**src/rtl/bpi_seq_ctrl_if.sv**
```systemverilog
// bpi_seq_ctrl_if: request/acknowledge and bus-handshake bundle around the BPI command sequencer.
//   master: decoder/FIFO and bus-interface side; drives requests and handshakes, observes strobes.
//   slave : sequencer side; samples requests and handshakes, drives strobes and status.
//   Requests  : WRITE_N, READ_N, OTHER, READ_1, NOOP, ABORT, WORD_CNT, CMD_CYCLES
//   Handshake : RDY, BUSY, LD_DAT, MT
//   Strobes   : LOAD_N, EXECUTE, DECR, NEXT, SEQ_DONE
//   Status    : CYCLE_IDX, WORDS_LEFT, ERR_CODE, OUT_STATE
interface bpi_seq_ctrl_if #(
    parameter int CNT_W = 16,
    parameter int CYC_W = 3
);
    logic             WRITE_N;
    logic             READ_N;
    logic             OTHER;
    logic             READ_1;
    logic             NOOP;
    logic             ABORT;
    logic [CNT_W-1:0] WORD_CNT;
    logic [CYC_W-1:0] CMD_CYCLES;
    logic             RDY;
    logic             BUSY;
    logic             LD_DAT;
    logic             MT;
    logic             LOAD_N;
    logic             EXECUTE;
    logic             DECR;
    logic             NEXT;
    logic             SEQ_DONE;
    logic [CYC_W-1:0] CYCLE_IDX;
    logic [CNT_W-1:0] WORDS_LEFT;
    logic [1:0]       ERR_CODE;
    logic [3:0]       OUT_STATE;

    modport master (
        output WRITE_N, READ_N, OTHER, READ_1, NOOP, ABORT, WORD_CNT, CMD_CYCLES,
        output RDY, BUSY, LD_DAT, MT,
        input  LOAD_N, EXECUTE, DECR, NEXT, SEQ_DONE, CYCLE_IDX, WORDS_LEFT, ERR_CODE, OUT_STATE
    );

    modport slave (
        input  WRITE_N, READ_N, OTHER, READ_1, NOOP, ABORT, WORD_CNT, CMD_CYCLES,
        input  RDY, BUSY, LD_DAT, MT,
        output LOAD_N, EXECUTE, DECR, NEXT, SEQ_DONE, CYCLE_IDX, WORDS_LEFT, ERR_CODE, OUT_STATE
    );
endinterface

```
**src/rtl/bpi_seq_ctrl.sv**
```systemverilog
// bpi_seq_ctrl: BPI flash command sequencer between the command decoder/FIFO and the bus interface.
//   CLK   : system clock, rising edge
//   RST_N : asynchronous active-low reset
//   bus   : bpi_seq_ctrl_if.slave, carrying requests, bus handshakes, Moore strobes and status
// Block reads/writes are counted down internally from WORD_CNT; OTHER commands run
// CMD_CYCLES bus cycles. A per-state watchdog and an ABORT input both divert to Error,
// which holds ERR_CODE until NOOP acknowledges it.
module bpi_seq_ctrl #(
    parameter int CNT_W   = 16,
    parameter int CYC_W   = 3,
    parameter int TO_W    = 20,
    parameter int TIMEOUT = 1000000
) (
    input  logic          CLK,
    input  logic          RST_N,
    bpi_seq_ctrl_if.slave bus
);
    typedef enum logic [3:0] {
        S_IDLE       = 4'd0,
        S_DECR       = 4'd1,
        S_EX_CYCLE   = 4'd2,
        S_EX_RW      = 4'd4,
        S_LOAD_N     = 4'd5,
        S_NEXT       = 4'd6,
        S_SEQ_DONE   = 4'd7,
        S_WAIT4DATA  = 4'd8,
        S_WAIT4RDY   = 4'd9,
        S_WAIT4RDYRW = 4'd11,
        S_ERROR      = 4'd12
    } state_t;

    localparam logic [TO_W-1:0] TO_LAST = TO_W'(TIMEOUT - 1);

    state_t           state_q, state_d;
    logic [CNT_W-1:0] cnt_q, cnt_d;
    logic [CYC_W-1:0] cyc_q, cyc_d;
    logic [CYC_W-1:0] ncyc_q, ncyc_d;
    logic             rd_q, rd_d;
    logic             wr_q, wr_d;
    logic             r1_q, r1_d;
    logic [TO_W-1:0]  wd_q, wd_d;
    logic [1:0]       err_q, err_d;
    logic             in_wait;
    logic             exit_ok;
    logic             timed_out;
    logic             abortable;

    always_comb begin
        in_wait   = state_q inside {S_WAIT4RDYRW, S_EX_RW, S_WAIT4DATA, S_WAIT4RDY, S_EX_CYCLE};
        // Exit condition of the current wait state; Ex_RW and Ex_Cycle both leave on BUSY.
        exit_ok   = (state_q == S_WAIT4RDYRW) ? (bus.RDY && (rd_q || (wr_q && !bus.MT))) :
                    (state_q == S_WAIT4RDY)   ? bus.RDY :
                    (state_q == S_WAIT4DATA)  ? bus.LD_DAT : bus.BUSY;
        timed_out = (TIMEOUT != 0) && in_wait && !exit_ok && (wd_q == TO_LAST);
        abortable = !(state_q inside {S_IDLE, S_SEQ_DONE, S_ERROR});
        state_d   = state_q;
        cnt_d     = cnt_q;
        cyc_d     = cyc_q;
        ncyc_d    = ncyc_q;
        rd_d      = rd_q;
        wr_d      = wr_q;
        r1_d      = r1_q;
        err_d     = err_q;
        if (bus.ABORT && abortable) begin
            state_d = S_ERROR;
            err_d   = 2'b10;
        end else if (timed_out) begin
            state_d = S_ERROR;
            err_d   = 2'b01;
        end else begin
            case (state_q)
                S_IDLE: begin
                    if (bus.READ_N || bus.WRITE_N) begin
                        state_d = S_LOAD_N;
                        rd_d    = bus.READ_N;
                        wr_d    = bus.WRITE_N && !bus.READ_N;
                        cnt_d   = bus.WORD_CNT;
                    end else if (bus.OTHER) begin
                        // Clearing rd keeps Wait4Data on the single-read exit for OTHER commands.
                        state_d = S_WAIT4RDY;
                        rd_d    = 1'b0;
                        wr_d    = 1'b0;
                        ncyc_d  = (bus.CMD_CYCLES == '0) ? CYC_W'(1) : bus.CMD_CYCLES;
                        r1_d    = bus.READ_1;
                        cyc_d   = '0;
                    end
                end
                S_LOAD_N:     state_d = (cnt_q == '0) ? S_SEQ_DONE : S_WAIT4RDYRW;
                S_WAIT4RDYRW: state_d = exit_ok ? S_EX_RW : state_q;
                S_EX_RW:      state_d = !exit_ok ? state_q : rd_q ? S_WAIT4DATA : S_DECR;
                S_WAIT4DATA:  state_d = !exit_ok ? state_q : rd_q ? S_DECR : S_SEQ_DONE;
                S_DECR: begin
                    cnt_d   = cnt_q - CNT_W'(1);
                    state_d = S_NEXT;
                end
                S_NEXT:       state_d = (cnt_q == '0) ? S_SEQ_DONE : S_WAIT4RDYRW;
                S_WAIT4RDY:   state_d = exit_ok ? S_EX_CYCLE : state_q;
                S_EX_CYCLE: begin
                    if (exit_ok) begin
                        if (cyc_q == ncyc_q - CYC_W'(1)) begin
                            state_d = r1_q ? S_WAIT4DATA : S_SEQ_DONE;
                        end else begin
                            cyc_d   = cyc_q + CYC_W'(1);
                            state_d = S_WAIT4RDY;
                        end
                    end
                end
                S_SEQ_DONE:   state_d = bus.NOOP ? S_IDLE : state_q;
                S_ERROR: begin
                    if (bus.NOOP) begin
                        state_d = S_IDLE;
                        err_d   = 2'b00;
                    end
                end
                default:      state_d = S_IDLE;
            endcase
        end
        // Watchdog restarts on every state change and only runs while waiting.
        wd_d = ((state_d != state_q) || !in_wait) ? '0 : wd_q + TO_W'(1);
    end

    always_ff @(posedge CLK or negedge RST_N) begin
        if (!RST_N) begin
            state_q <= S_IDLE;
            cnt_q   <= '0;
            cyc_q   <= '0;
            ncyc_q  <= '0;
            rd_q    <= 1'b0;
            wr_q    <= 1'b0;
            r1_q    <= 1'b0;
            wd_q    <= '0;
            err_q   <= 2'b00;
        end else begin
            state_q <= state_d;
            cnt_q   <= cnt_d;
            cyc_q   <= cyc_d;
            ncyc_q  <= ncyc_d;
            rd_q    <= rd_d;
            wr_q    <= wr_d;
            r1_q    <= r1_d;
            wd_q    <= wd_d;
            err_q   <= err_d;
        end
    end

    assign bus.LOAD_N     = (state_q == S_LOAD_N);
    assign bus.EXECUTE    = (state_q == S_EX_RW) || (state_q == S_EX_CYCLE);
    assign bus.DECR       = (state_q == S_DECR);
    assign bus.NEXT       = (state_q == S_NEXT);
    assign bus.SEQ_DONE   = (state_q == S_SEQ_DONE);
    assign bus.CYCLE_IDX  = cyc_q;
    assign bus.WORDS_LEFT = cnt_q;
    assign bus.ERR_CODE   = err_q;
    assign bus.OUT_STATE  = state_q;
endmodule

```
**src/flat_wrapper.sv**
```systemverilog
// flat-port wrapper written by rule: the top's interface ports become plain ports
module bpi_seq_ctrl_flat 
#(
    parameter int CNT_W   = 16,
    parameter int CYC_W   = 3,
    parameter int TO_W    = 20,
    parameter int TIMEOUT = 1000000
)
  (CLK, RST_N, bus_WRITE_N, bus_READ_N, bus_OTHER, bus_READ_1, bus_NOOP, bus_ABORT, bus_WORD_CNT, bus_CMD_CYCLES, bus_RDY, bus_BUSY, bus_LD_DAT, bus_MT, bus_LOAD_N, bus_EXECUTE, bus_DECR, bus_NEXT, bus_SEQ_DONE, bus_CYCLE_IDX, bus_WORDS_LEFT, bus_ERR_CODE, bus_OUT_STATE);
  bpi_seq_ctrl_if #(.CNT_W(CNT_W), .CYC_W(CYC_W)) bus_i ();
  input  logic CLK;
  input  logic RST_N;
  input wire logic [$bits(bus_i.WRITE_N)-1:0] bus_WRITE_N;
  input wire logic [$bits(bus_i.READ_N)-1:0] bus_READ_N;
  input wire logic [$bits(bus_i.OTHER)-1:0] bus_OTHER;
  input wire logic [$bits(bus_i.READ_1)-1:0] bus_READ_1;
  input wire logic [$bits(bus_i.NOOP)-1:0] bus_NOOP;
  input wire logic [$bits(bus_i.ABORT)-1:0] bus_ABORT;
  input wire logic [$bits(bus_i.WORD_CNT)-1:0] bus_WORD_CNT;
  input wire logic [$bits(bus_i.CMD_CYCLES)-1:0] bus_CMD_CYCLES;
  input wire logic [$bits(bus_i.RDY)-1:0] bus_RDY;
  input wire logic [$bits(bus_i.BUSY)-1:0] bus_BUSY;
  input wire logic [$bits(bus_i.LD_DAT)-1:0] bus_LD_DAT;
  input wire logic [$bits(bus_i.MT)-1:0] bus_MT;
  output wire logic [$bits(bus_i.LOAD_N)-1:0] bus_LOAD_N;
  output wire logic [$bits(bus_i.EXECUTE)-1:0] bus_EXECUTE;
  output wire logic [$bits(bus_i.DECR)-1:0] bus_DECR;
  output wire logic [$bits(bus_i.NEXT)-1:0] bus_NEXT;
  output wire logic [$bits(bus_i.SEQ_DONE)-1:0] bus_SEQ_DONE;
  output wire logic [$bits(bus_i.CYCLE_IDX)-1:0] bus_CYCLE_IDX;
  output wire logic [$bits(bus_i.WORDS_LEFT)-1:0] bus_WORDS_LEFT;
  output wire logic [$bits(bus_i.ERR_CODE)-1:0] bus_ERR_CODE;
  output wire logic [$bits(bus_i.OUT_STATE)-1:0] bus_OUT_STATE;
  assign bus_i.WRITE_N = bus_WRITE_N;
  assign bus_i.READ_N = bus_READ_N;
  assign bus_i.OTHER = bus_OTHER;
  assign bus_i.READ_1 = bus_READ_1;
  assign bus_i.NOOP = bus_NOOP;
  assign bus_i.ABORT = bus_ABORT;
  assign bus_i.WORD_CNT = bus_WORD_CNT;
  assign bus_i.CMD_CYCLES = bus_CMD_CYCLES;
  assign bus_i.RDY = bus_RDY;
  assign bus_i.BUSY = bus_BUSY;
  assign bus_i.LD_DAT = bus_LD_DAT;
  assign bus_i.MT = bus_MT;
  assign bus_LOAD_N = bus_i.LOAD_N;
  assign bus_EXECUTE = bus_i.EXECUTE;
  assign bus_DECR = bus_i.DECR;
  assign bus_NEXT = bus_i.NEXT;
  assign bus_SEQ_DONE = bus_i.SEQ_DONE;
  assign bus_CYCLE_IDX = bus_i.CYCLE_IDX;
  assign bus_WORDS_LEFT = bus_i.WORDS_LEFT;
  assign bus_ERR_CODE = bus_i.ERR_CODE;
  assign bus_OUT_STATE = bus_i.OUT_STATE;
  bpi_seq_ctrl #(.CNT_W(CNT_W), .CYC_W(CYC_W), .TO_W(TO_W), .TIMEOUT(TIMEOUT)) u_core (.CLK(CLK), .RST_N(RST_N), .bus(bus_i));
endmodule
```
**config.mk**
```make
export PLATFORM = sky130hd
export DESIGN_NAME = bpi_seq_ctrl_flat
export DESIGN_NICKNAME = d
export VERILOG_FILES = /design/src/rtl/bpi_seq_ctrl_if.sv /design/src/rtl/bpi_seq_ctrl.sv /design/src/flat_wrapper.sv
export SDC_FILE = /design/constraint.sdc
export NUM_CORES = 1
export LEC_CHECK = 0
export CAP_MARGIN = 20
export CELL_PAD_IN_SITES_DETAIL_PLACEMENT = 1
export CELL_PAD_IN_SITES_GLOBAL_PLACEMENT = 1
export CORE_ASPECT_RATIO = 1.4
export CORE_MARGIN = 2
export CORE_UTILIZATION = 35
export CTS_CLUSTER_DIAMETER = 30
export DETAILED_ROUTE_END_ITERATION = 8
export HOLD_SLACK_MARGIN = 0.03
export PLACE_DENSITY = 0.7
export SYNTH_ARGS = -nofsm -noshare
export SYNTH_HDL_FRONTEND = slang
export SYNTH_SLANG_ARGS = --single-unit
export TNS_END_PERCENT = 20
```
**constraint.sdc**
```tcl
create_clock -name CLK -period 2.8 [get_ports CLK]
set_input_delay 0.84 -clock CLK [delete_from_list [all_inputs] [get_ports CLK]]
set_output_delay 0.84 -clock CLK [all_outputs]
set_load 0.02 [all_outputs]
```
Yosys cells after proc, flatten, opt, wreduce, memory -nomap -nowiden
Cells that the tools add are included.

Add/sub/neg operators: 4. Equality and inequality tests: 18. Muxes and demuxes: 35. Bitwise logic cells: 3. Reduce and logical (&&, ||, !) cells: 32.

Operators by type and width (number): $mux W4 (14); $pmux W4 S9 (1); $pmux W16 S2 (1); $add A20 B1 Y20 const B (1); $eq A20 B20 Y1 const B (1); $mux W20 (1); $mux W3 (6); $eq A4 B3 Y1 const B (4); $eq A4 B4 Y1 const B (4); $logic_not A16 Y1 (1); $mux W16 (1); $sub A16 B1 Y16 const B (1); $reduce_bool A3 Y1 (3); $mux W2 (4); $ne A2 B2 Y1 const B (4); $reduce_and A4 Y1 (2); $reduce_and A7 Y1 (1); $logic_and A1 B1 Y1 (6); $mux W1 (6); $pmux W3 S2 (1); $reduce_bool A2 Y1 (3); $logic_not A1 Y1 (5); $reduce_and A5 Y1 (1); $reduce_bool A5 Y1 (1); other kinds (13) (19).

Flip-flop bits (word level): 51. Input bits: 31. Output and inout port bits: 30. Word-level logic and storage cells: 101.

Depth between registers and ports, before layout
Gate-level depths: netlist (run 1).

Depth in word-level cells: 13. Depth in mapped cells: 11. Mapped depth without buffers: 9.

Least setup slack after synthesis (run 1)
OpenSTA, ideal clock, no wires.

Path type: register -> output. Start point: reg u_core.state_q[0] (netlist: u_core.bus.OUT_STATE[0]). End point: out bus_DECR. Arrival time: 1.969 ns. Data required time: 1.960 ns. Slack: -0.009 ns. Stages on the path, launching flop included: 7. Buffers on the path: 4. Cell sequence: dfrtp_1 > buf_2 > buf_2 > buf_1 > nand3_1 > inv_1 > clkbuf_1.

Word-level cells in the longest chain between the ends: 1.

RTL lines: from (decl) (line bpi_seq_ctrl.sv:34) `state_t state_q, state_d;`; from (signal assigned) (line bpi_seq_ctrl.sv:134) `state_q <= state_d;`; $eq A4 B1 Y1 (line bpi_seq_ctrl.sv:148) `assign bus.DECR = (state_q == S_DECR);`; to (decl) (line flat_wrapper.sv:27) `output wire logic [$bits(bus_i.DECR)-1:0] bus_DECR;`.

Every way passes these cells.

Final worst setup path (run 1)
Start point: in bus_MT. End point: reg u_core.wd_q[13].

Word-level cells in the longest chain between the ends: 13. Elaborated cells on any way between the ends: 19. Those cells by class: eq/ne (1); mux (10); reduce/logical (8).

RTL lines: from (decl) (line flat_wrapper.sv:24) `input wire logic [$bits(bus_i.MT)-1:0] bus_MT;`; $logic_not A1 Y1 * (line bpi_seq_ctrl.sv:51) `exit_ok = (state_q == S_WAIT4RDYRW) ? (bus.RDY && (rd_q || (wr_q && !bus.MT))) :`; $logic_and A1 B1 Y1 * (line bpi_seq_ctrl.sv:51); $logic_or A1 B1 Y1 * (line bpi_seq_ctrl.sv:51); $logic_and A1 B1 Y1 * (line bpi_seq_ctrl.sv:51); $mux W1 * (line bpi_seq_ctrl.sv:51); parallel branches: the longest is 3 deep, another holds $pmux W4 S9; $mux W4 * (line bpi_seq_ctrl.sv:67) `end else if (timed_out) begin`; $mux W4 * (line bpi_seq_ctrl.sv:64) `if (bus.ABORT && abortable) begin`; $ne A4 B4 Y1 * (line bpi_seq_ctrl.sv:119) `wd_d = ((state_d != state_q) || !in_wait) ? '0 : wd_q + TO_W'(1);`; $logic_or A1 B1 Y1 * (line bpi_seq_ctrl.sv:119); $mux W20 * (line bpi_seq_ctrl.sv:119); via u_core.wd_d[13] (line bpi_seq_ctrl.sv:41) `logic [TO_W-1:0] wd_q, wd_d;`; to (signal assigned) (line bpi_seq_ctrl.sv:141) `wd_q <= wd_d;`; to (decl) (line bpi_seq_ctrl.sv:41).

Mark *: on every way through the listed nets, which the timed path passes. A chain may end at the register's enable or synchronous reset.

==> results.tsv, run 1 <==
metric	value	unit
layout-drive-gt1-share	26.3	%
critical_path_class	in2reg	
tightest_slew	0.468	ns
cts_root_buffer	clkbuf_16	
antenna_left	0	
vias	3892	
crit_top_cell	buf_4	
synthTopCellsByArea	dfrtp_1 35%, nor3_2 5.5%, nand3_1 4.4%, o21ai_0 4.4%, nand2_1 3.9%	
cts_tree	built	
finalSetupViolCount	10	
path_clk_slew	0.07	ns
yosysUniqueCellTypes	64	
initial_core_util	35.4	%
hold_path_class	in2async	
hold_viol	0	
ir_drop	0.000501	V
drt_iter0_markers	180	
cts.path.max_buffers	2	
antenna_found_initial	0	
syn_inst	429	
yosysWarnings	0	
cap_violations	0	
die_area	11200	sq um
core_area	10200	sq um
crit_fanout	10	
port_buffers	60	
wl	13500	um
gp_congestion	0.910	
clk_latency	0.30	ns
postLayoutSetupSlackWorst	-0.0155	ns
hpwl	9270	um
grt_pass1_wl	20800	um
postCtsHoldBufs	0	
layout_worst_path_cycle_share	101	%
synth_ff_type	dfrtp_1	
synth_top_cell_by_area	dfrtp_1	
syn_nets	464	
synth_seq_area_share	35.2	%
overflow	0	
violations	setup timing	
fin_skew	0.00882	ns
power	5820	uW
nNetsFinal	583	
die_h	124	um
cp_data_arrival_time	3.03	ns
cp.required	3.02	ns
viasPerCell	5.67	
fin_crit	2.82	ns
die_w	90.1	um
synth.avg_cell_area	8.46	sq um
cp-start-kind	input port	
max-slew-margin-rel	68.8	%
max_freq	355	MHz
area_growth	47.1	%
io_pins	61	
drc_errors	0	
power_density	1090	nW/um^2
grt_use_total	22.8	%
p_leak	0.00228	uW
syn_area	3630	sq um
rsz0062_at_grt	true	
grt_max_degree	45	
wl_per_cell	19.7	um
cp-end-kind	flop	
dp_slack	-0.401	ns
max_stage_delay	0.27	ns
path_cells	dlygate4sd2_1 -> nor2b_2 -> buf_4 -> o211ai_1 -> and3b_1 -> buf_4 -> a21bo_2 -> nand3b_1 -> o2111ai_4 -> buf_12 -> buf_16 -> nor3_4	
yosysTopAreaCellShare	35.2	%
grt_pass1_vias	4074	
firstDrtPassIters	4	
fillCellCount	1219	
maxSlewViolCount	0	
async_flop_share	100	%
synth_edf_count	0	
ys_ff_latch	51	
numCtsBuffers	5	
status	complete, but fails checks	
multi_input_area	2330	sq um
regArea	1280	sq um
critPathSlowestCell	dlygate4sd2_1	
ctsHtreeMaxLevel	2	
num_rows	44	
cts_sinks	51	
-- layout make-up --
type	instances	area share, %
multi-input combinational	338	43.7
timing repair buffer	138	25.3
sequential	51	24.0
tap	138	3.23
clock buffer	6	2.60
inverter	14	0.984
clock inverter	1	0.164
antenna	1	0.0469
-- sequential cells by signal, summed over array words and instances (netlist names) --
name                   cells
u_core.wd_q               20
u_core.bus.WORDS_LEFT     16
u_core.bus.OUT_STATE       4
u_core.bus.CYCLE_IDX       3
u_core.ncyc_q              3
u_core.bus.ERR_CODE        2
u_core.r1_q                1
u_core.rd_q                1
u_core.wr_q                1
-- cell usage in the layout, fill, tap and decap left out, drive strengths merged, types with 3 or more instances in the layout --
| cell type | count |
|---|---|
| a21o | 3 |
| a21oi | 27 |
| a32oi | 3 |
| and2 | 3 |
| and3 | 10 |
| buf | 78 |
| clkbuf | 7 |
| clkdlybuf4s50 | 46 |
| dfrtp | 51 |
| dlygate4sd2 | 6 |
| dlymetal6s2s | 7 |
| ha | 4 |
| inv | 15 |
| nand2 | 38 |
| nand2b | 3 |
| nand3 | 32 |
| nand3b | 4 |
| nand4 | 9 |
| nor2 | 38 |
| nor2b | 7 |
| nor3 | 30 |
| nor4 | 8 |
| nor4b | 5 |
| o211ai | 6 |
| o21ai | 35 |
| o32ai | 3 |
| or2 | 4 |
| or4 | 4 |
| xnor2 | 14 |
| xor2 | 7 |
-- synthesized netlist by cell type (6+ instances only) --
cell and instances:
clkbuf_1 11, a21oi_1 26, nor3_2 20, inv_1 14, nor2b_1 7, xor2_1 7, nand3_1 32, nor4_1 7
buf_2 9, nor3_1 10, o211ai_1 6, nor2_1 38, o21ai_0 32, dfrtp_1 51, xnor2_1 14, nand2_1 38
and3_1 10, nand4_1 9
-- timing repair --
action | CTS | global route
gates resized for setup | 9 | 45
buffers inserted | 1 | 10
gates cloned | 2 | 1
endpoints found under the setup margin | 22 | 23
pin swaps | 5 | 14
-- power breakdown --
group / internal [uW] / switching (uW) / leakage (uW)
clock network: 355 / 290 / 0.0000733
registers: 934 / 204 / 0.000651
logic: 1880 / 2160 / 0.00156
-- stage by stage --
step,hold slack (ns),std cells,utilization (%),instance area [sq um],TNS [ns]
6_report,0.381,687,52.1,5340,-0.0787
5_1_grt,0.379,686,52.1,5340,-1.89
3_3_place_gp,0.477,665,47.0,4810,-6.08
2_1_floorplan,0.458,429,-,3630,0
3_5_place_dp,0.482,665,47.0,4810,-7.57
4_1_cts,0.385,675,49.2,5040,-0.00923
-- critical path, delay by kind of cell --
kind / cells / cell delay (ns)
buffers and inverters: 5 / 0.89
and+or+nand+nor: 4 / 0.67
AOI/OAI and AO/OA: 3 / 0.63
-- routing by layer --
metal	part of all wire [%]	routed length, um	global-route usage, %	vias to the layer above
met3	3.2	427	2.66	34
met5	0	0	0	-
met4	3.7	502	9.41	0
met2	54	7310	42.7	97
li1	-	-	-	1809
met1	39	5290	26.0	1952
-- cell families after synthesis --
kind of cell	share of synthesized area, %
AND/OR/NAND/NOR	32.7
flip-flops	35.2
adder cells (fa/ha/maj)	1.38
buffers and inverters	5.17
multiplexers	0.621
XOR/XNOR	5.72
AO/OA/AOI/OAI	19.3
-- worst paths after layout --
| check | startpoint | end | slack (ns) | cells after the start |
|---|---|---|---|---|
| max | bus_MT | u_core.wd_q[13]$_DFF_PN0_ | -0.02 | 12 |
| min | RST_N | u_core.bus.ERR_CODE[0]$_DFFE_PN0P_ | 0.38 | 1 |
| max reg2reg | u_core.bus.WORDS_LEFT[1]$_DFFE_PN0P_ | u_core.wd_q[13]$_DFF_PN0_ | 0.01 | 11 |
| min reg2reg | u_core.wr_q$_DFFE_PN0P_ | u_core.wr_q$_DFFE_PN0P_ | 0.50 | 1 |
| max in group asynchronous | RST_N | u_core.bus.OUT_STATE[3]$_DFF_PN0_ | 1.88 | 2 |
| min in group CLK | u_core.wr_q$_DFFE_PN0P_ | u_core.wr_q$_DFFE_PN0P_ | 0.50 | 1 |
Power figures use the tool's default switching activity.
==> inputs of run 2 (changes only) <==
- CORE_ASPECT_RATIO: 1.4 -> not set
==> results.tsv, run 2 (synthesis results as in run 1) <==
metric	value	unit
fin_crit	2.75	ns
r2r_end	u_core.wd_q[4]$_DFF_PN0_	
largest_reg_flops	20	
p_leak	0.00208	uW
layout-drive-gt1-share	23.0	%
grt_use_met3	3.03	%
fin_skew	0.0105	ns
antenna_left	0	
grt_max_degree	30	
hold_path_class	reg2reg	
cts_tree	built	
cts_sinks	51	
critical_path_class	reg2reg	
cts_root_buffer	clkbuf_8	
hpwl	8300	um
cts.path.max_buffers	2	
whs	0.521	ns
path_clk_slew	0.11	ns
status	complete, no violations	
wl	11700	um
grt_use_total	20.2	%
gp_congestion	0.882	
use_met1	26.1	%
tns	0	ns
utilization	49.3	%
r2r_slack	0.05	ns
max-slew-margin-rel	56.1	%
layout_worst_path_cycle_share	98.3	%
num_rows	37	
nNetsFinal	564	
rr_startpoint	u_core.bus.OUT_STATE[0]$_DFF_PN0_	
met2_usage	35.7	%
ff2ff_path_depth	9	
crit_path_end	u_core.wd_q[4]$_DFF_PN0_	
maxSlewViolCount	0	
critPathSlowestCell	dfrtp_2	
dpl_cell_area	4690	sq um
port_buffers	60	
finalSetupViolCount	0	
grt_pass1_vias	3779	
largest-register	u_core.wd_q	
io_pins	61	
fillCellCount	1231	
final_cell_area	5020	sq um
area_growth	38.2	%
busiest_layer	met2	
ir_drop	0.000443	V
power	5080	uW
drt_iter0_markers	159	
cp-end-kind	flop	
numCtsBuffers	5	
viasPerCell	5.55	
final_cell_mix	51 x buf_4, 50 x clkdlybuf4s50_1, 47 x dfrtp_1	
core_area	10200	sq um
mostFrequentLayoutCell	buf_4	
cp_data_arrival_time	2.99	ns
drc_errors	0	
critPathLaunch	u_core.bus.OUT_STATE[0]$_DFF_PN0_	
tightest_slew	0.659	ns
max_freq	363	MHz
worstHoldPathCells	2	
overflow	0	
grt_pass1_wl	18500	um
power_density	1010	nW/um^2
crit_fanout	13	
firstDrtPassIters	4	
path_cells	buf_4 -> or2_2 -> o221a_2 -> and3b_2 -> a21o_1 -> nor4b_4 -> o2111ai_4 -> clkbuf_16 -> nor3_2	
die_w	106	um
die_area	11200	sq um
cp.required	3.04	ns
antenna_found_initial	0	
die_h	106	um
max_stage_delay	0.48	ns
vias	3693	
antenna-diode-count	0	
cap_violations	0	
cp-start-kind	flop	
initial_core_util	35.6	%
wl_per_cell	17.5	um
clk_latency	0.31	ns
hold_viol	0	
ctsHtreeMaxLevel	2	
==> run 2: changes by cell type in the layout (fill, tap and decap cells not counted), sizes merged <==
cell,delta
buf,-20
clkdlybuf4s50,+4
dlymetal6s2s,-3
bufinv,+1
clkinvlp,+1
diode,-1
dlygate4sd2,-1
==> run 2: layout make-up <==
cell class,instances,area (sq um),area share (%)
multi-input cells,338,2260,45.1
flip-flops and latches,51,1280,25.5
repair buffers,119,1130,22.6
well taps,136,170,3.39
clock buffers,5,68.8,1.37
inverters,14,52.6,1.05
clock inverters,3,46.3,0.923
==> run 2: worst min-delay path by stage <==
stage | endpoint | start | slack [ns]
detailed placement | u_core.ncyc_q[2]$_DFFE_PN0P_ | u_core.ncyc_q[2]$_DFFE_PN0P_ | 0.50
global placement | u_core.wr_q$_DFFE_PN0P_ | u_core.wr_q$_DFFE_PN0P_ | 0.48
floorplan | u_core.wr_q$_DFFE_PN0P_ | u_core.wr_q$_DFFE_PN0P_ | 0.46
CTS | u_core.ncyc_q[2]$_DFFE_PN0P_ | u_core.ncyc_q[2]$_DFFE_PN0P_ | 0.53
finish | u_core.ncyc_q[2]$_DFFE_PN0P_ | u_core.ncyc_q[2]$_DFFE_PN0P_ | 0.52
global route | u_core.bus.ERR_CODE[1]$_DFFE_PN0P_ | u_core.bus.ERR_CODE[1]$_DFFE_PN0P_ | 0.57
==> run 2: critical path, delay by kind of cell, from the launching register on <==
kind	cells	cell delay, ns
AND/OR/NAND/NOR	4	1.01
AO/OA/AOI/OAI	3	0.74
flip-flops	1	0.48
buffers and inverters	2	0.46
==> run 2: metrics by stage <==
step | worst slack [ns] | cells
2_1_floorplan | 0.132 | 429
3_3_place_gp | -0.183 | 649
3_5_place_dp | -0.281 | 649
4_1_cts | 0.0531 | 657
5_1_grt | -0.0295 | 666
6_report | 0.0464 | 666
==> run 2: layer usage <==
metal  wire, um  up-vias  part of all wire, %
li1           -     1772                    -
met1       5250     1856                   45
met2       5960       55                   51
met3        346       10                  3.0
met4        112        0                 0.96
met5          0        -                    0
==> run 2: repair_timing <==
action                     in CTS  in global routing
buffers inserted                0                  6
cloned                          0                  3
hold buffers                    0                  0
pin swaps                       1                 11
resized for setup              10                 25
setup endpoints to repair      22                 20
==> run 2: power breakdown <==
part	switching [uW]	internal (uW)
sequential	233	933
combinational	1850	1510
clock	277	270
==> variant 1: new RTL, config.mk and constraints of run 2 <==
Take the reset off `wd_q` and load it in a clocked block of its own.
--- a/src/rtl/bpi_seq_ctrl.sv
+++ b/src/rtl/bpi_seq_ctrl.sv
@@ -128,7 +128,6 @@
             rd_q    <= 1'b0;
             wr_q    <= 1'b0;
             r1_q    <= 1'b0;
-            wd_q    <= '0;
             err_q   <= 2'b00;
         end else begin
             state_q <= state_d;
@@ -138,9 +137,12 @@
             rd_q    <= rd_d;
             wr_q    <= wr_d;
             r1_q    <= r1_d;
-            wd_q    <= wd_d;
             err_q   <= err_d;
         end
+    end
+
+    always_ff @(posedge CLK) begin
+        wd_q <= wd_d;
     end
 
     assign bus.LOAD_N     = (state_q == S_LOAD_N);
Function: no difference found for any inputs over 4 cycles, from zero or initial values and one cycle with RST_N low; that may be too few to reach the edited logic, so the function may still have changed.
==> variant 1 against run 2 <==
- the run now ends with setup timing left
- total power shrank 6.7%
- critical endpoint is now u_core.wd_q[3]$_SDFF_PP0_
- core utilization grew 0.70 points
- worst setup slack lost 0.14 ns
- global-route usage grew 0.80 points
- critical path depth grew 2
- routed wire length shrank 11%
- sequential cell count is the same
- final area shrank 8.9%
- synthesized area shrank 10%
- die area shrank 9.9%
- count of clock-buffer cells in the layout grew 1
==> variant 1: results (changes against run 2) <==
[run_status]
failed_checks = setup timing
status = complete, but fails checks

[timing]
worst_slack_ns = -0.09105  ; -0.1374 ns
clock_skew_ns = 0.01398  ; +0.003513 ns
relSlewSlack_pct = 68.06  ; +12 points
finalSetupViolations = 20  ; +20

[critical_path]
worstRegToRegCells = 11  ; +2
slowest_stage = or4b_4
cpPeakStageDelay_ns = 0.56  ; +0.08 ns
arrival_ns = 3.12  ; +0.13 ns
r2r-start = u_core.bus.WORDS_LEFT[1]$_DFFE_PN0P_
critPathMaxFanout = 10  ; -3
endpoint = u_core.wd_q[3]$_SDFF_PP0_

[yosys]
synth_compound_area_share_pct = 18.09  ; -1.2 points
synth.area.top_cells = dfrtp_1, dfxtp_1, nor4_2
synth_common_cells = nand2_1, dfrtp_1, nor2_1
synth_xor_area_share_pct = 6.915  ; +1.2 points
ys_types = 59  ; -7.8%
syn_nets = 417  ; -10%
synth_fa_ha_area_share_pct = 1.537  ; +0.16 points
synth-seq-area-share_pct = 36.11  ; +0.94 points
syn_avg_cell_area_um2 = 8.526  ; +0.80%

[power_and_ir_drop]
p_sw_uw = 2230  ; -5.6%
p_int_uw = 2510  ; -7.6%
p_leak_uw = 0.001797  ; -14%
peakVddDrop_uv = 777.4  ; +75%

[global_routing]
grt_max_degree = 32  ; +6.7%
grt_pass1_vias = 3413  ; -9.7%

[routing]
drtIter0Drc = 116  ; -27%
vias = 3318  ; -10%
wl_mm = 10.36  ; -11%

[placed_design]
pre_cts_ws_ns = -0.3539  ; -0.07320 ns
dpl_cell_area_um2 = 4365  ; -6.9%
place_inst = 587  ; -9.6%
place.gp.congestion = 0.9557  ; +8.3%

[layout]
drive_above_1_share_pct = 22.43  ; -0.59 points
finalNonFillerCells = 597  ; -10%
nNetsFinal = 520  ; -7.8%

[hold_path]
hold_path_end = u_core.wr_q$_DFFE_PN0P_
whs_path_depth = 1  ; -1

variant 1: changes by cell type in the layout (fill, tap and decap cells not counted), sizes merged, moves of 12 or more:
cell / delta
dfxtp: +20
nor3: -12
dfrtp: -20
nor4: +17
nand3: -19
variant 1: repair_timing:
item | 4_1_cts | 5_1_grt
pin swaps | 2 | 0
buffers inserted | 0 | 1
gates resized for setup | 4 | 10
cloned | 0 | 1
endpoints found under the setup margin | 22 | 31
variant 1: metal layers:
layer	part of all wire (%)	global-route usage, %	vias to the layer above
met1	48	29.19	1639
met2	47	35.36	69
li1	-	-	1600
met5	0	0	-
met4	1.1	4.636	0
met3	3.2	2.427	10
variant 1: layout make-up:
type,instances,area [um^2]
clock buffers,6,93.84
clock inverters,2,16.27
fillers,1099,4581
inverters,12,45.04
multi-input cells,297,2011
flip-flops and latches,51,1182
well taps,111,138.9
repair buffers,118,1085
==> variant 2: new RTL, flow settings as in run 2 <==
Made on the original files. `TO_W` is set to 20 in 2 places; all go to 30.
--- a/src/rtl/bpi_seq_ctrl.sv
+++ b/src/rtl/bpi_seq_ctrl.sv
@@ -8,7 +8,7 @@
 module bpi_seq_ctrl #(
     parameter int CNT_W   = 16,
     parameter int CYC_W   = 3,
-    parameter int TO_W    = 20,
+    parameter int TO_W    = 30,
     parameter int TIMEOUT = 1000000
 ) (
     input  logic          CLK,
--- a/src/flat_wrapper.sv
+++ b/src/flat_wrapper.sv
@@ -3,7 +3,7 @@
 #(
     parameter int CNT_W   = 16,
     parameter int CYC_W   = 3,
-    parameter int TO_W    = 20,
+    parameter int TO_W    = 30,
     parameter int TIMEOUT = 1000000
 )
   (CLK, RST_N, bus_WRITE_N, bus_READ_N, bus_OTHER, bus_READ_1, bus_NOOP, bus_ABORT, bus_WORD_CNT, bus_CMD_CYCLES, bus_RDY, bus_BUSY, bus_LD_DAT, bus_MT, bus_LOAD_N, bus_EXECUTE, bus_DECR, bus_NEXT, bus_SEQ_DONE, bus_CYCLE_IDX, bus_WORDS_LEFT, bus_ERR_CODE, bus_OUT_STATE);
Check against the original RTL: no difference found for any inputs over 4 cycles, from zero or initial values and one cycle with RST_N low; that may be too few to reach the edited logic, so the function may still have changed.
==> variant 2 against run 2 <==
- final area rose by 5.2%
- critical path depth rose by 1
- synthesized area grew 5.4%
- worst setup slack worse by 0.30 ns
- hold slack lost 0.015 ns
- largest power group unchanged
- the flow now finishes with violations (setup timing)
- core utilization shrank 0.15 points
- cell count increased by 5.7%
- sequential cell count is 10 higher
- total power decreased by 3.3%
- routed wire length rose by 1.9%
==> variant 2: results (changes against run 2) <==
[run_status]
status = complete, but fails checks
failed_checks = setup timing

[timing]
tns_ns = -7.143  ; -7.143 ns
whs_ns = 0.5063  ; -0.01451 ns
tightestPinTransition_ns = 0.7202  ; +0.06120 ns
finalSetupViolations = 30  ; +30
worst_slack_ns = -0.2520  ; -0.2983 ns
clock_skew_ns = 0.01927  ; +0.008803 ns

[critical_path]
cpPeakStageDelay_ns = 0.48  ; about the same
worstRegToRegCells = 11  ; +2
arrival_ns = 3.32  ; +0.33 ns
slowest_stage = a2111oi_4
critical_path_class = primary input to register
critPathLaunch = bus_MT
critPathMaxFanout = 18  ; +5
reg2reg_to = u_core.wd_q[10]$_DFF_PN0_
r2r-start = u_core.bus.WORDS_LEFT[1]$_DFFE_PN0P_

[layout]
largest_register = u_core.wd_q
nNetsFinal = 596  ; +5.7%
drive_above_1_share_pct = 22.16  ; -0.86 points
antenna_cells = 0  ; unchanged
largest_reg_flops = 30  ; +50%

[yosys]
synth_common_cells = nor2_1, dfrtp_1, nand2_1
ys_types = 59  ; -7.8%
ys_warn_count = 0  ; unchanged
syn_nets = 486  ; +4.7%
synth-seq-area-share_pct = 39.91  ; +4.7 points
synth.area.top_cells = dfrtp_1, nor2_1, xor2_1

[power_and_ir_drop]
peakVddDrop_uv = 367.7  ; -17%
p_int_uw = 2792  ; +2.8%
p_leak_uw = 0.002167  ; +4.1%

[clock_network]
cts.path.max_buffers = 2  ; unchanged
cts.clk_slew.worst_paths_ns = 0.07  ; -0.04 ns
htree_levels = 3  ; +1
clk_latency_ns = 0.35  ; +0.04 ns
cts_inserted_buffers = 9  ; +4

[die]
start_util_pct = 35.60  ; about the same

[global_routing]
grtUsageMet2_pct = 35.67  ; about the same
grt.met3_usage_pct = 3.978  ; +0.95 points
grt_antenna_before_repair = 0  ; unchanged
grt_max_degree = 38  ; +27%
grt_first_pass_wirelength_mm = 19.75  ; +6.9%
grt.met1_usage_pct = 28.49  ; +2.3 points
grtUsageTotal_pct = 21.46  ; +1.2 points
grt_pass1_vias = 3842  ; +1.7%

[routing]
drtIter0Drc = 175  ; +10%
avgViaCountPerCell = 5.368  ; -3.2%
wl_mm = 11.90  ; +1.9%

[placed_design]
portBuffers = 60  ; unchanged
place.gp.congestion = 0.9108  ; +3.3%
dp_hpwl_mm = 8.959  ; +8.0%

variant 2: cell count changes after synthesis, moves of 8 or more:
cell     delta
nor2_1     +25
xor2_1     +13
dfrtp_1    +10
nor3_2     -20
nor2_2     +11
buf_2       -8
variant 2: power groups by stage:
| stage | logic [uW] | registers [uW] | clock network [uW] |
|---|---|---|---|
| floorplan | 1440 | 1450 | 0 |
| CTS | 2860 | 1290 | 729 |
| global route | 3160 | 1330 | 777 |
| finish | 2910 | 1300 | 702 |
| detailed placement | 2820 | 1300 | 0 |
| global placement | 2750 | 1300 | 0 |
variant 2: stage by stage:
step / std cells / setup slack [ns] / util (%) / area, um^2
CTS: 704 / -0.2412 / 48.80 / 5244
detailed placement: 688 / -0.6816 / 46.86 / 5035
global placement: 688 / -0.5877 / 46.86 / 5035
global route: 704 / -0.3900 / 49.10 / 5276
floorplan: 451 / -0.08053 / - / 3885
finish: 704 / -0.2520 / 49.10 / 5276
variant 2: layout make-up:
cell class	instances	area [um^2]
fill	1302	5469
multi-input combinational	354	2252
sequential	61	1534
timing repair buffer	120	1094
tap	140	175.2
clock buffer	12	155.1
inverter	15	56.30
clock inverter	2	10.01
variant 2: what timing repair did:
item	CTS	global route
gates resized for setup	15	11
pin swaps	3	0
setup endpoints to repair	33	33
buffers inserted	2	0
variant 2: cells by family (layout without fill, tap and decap cells):
group                      Yosys count  after routing  synth area share (%)
and+or+nand+nor                    214            214                 28.66
AOI/OAI and AO/OA                   99             99                 16.75
DFF                                 61             61                 39.91
buffers and inverters               36            149                 4.154
xor gates and xnor gates            34             34                 8.374
adders and majority gates            4              4                 1.309
muxes                                3              3                0.8505
variant 2: per-layer routing:
layer | part of all wire (%) | wire, um
met1 | 45 | 5359
met3 | 3.2 | 383
met2 | 50 | 5957
met4 | 1.6 | 195
met5 | 0 | 0
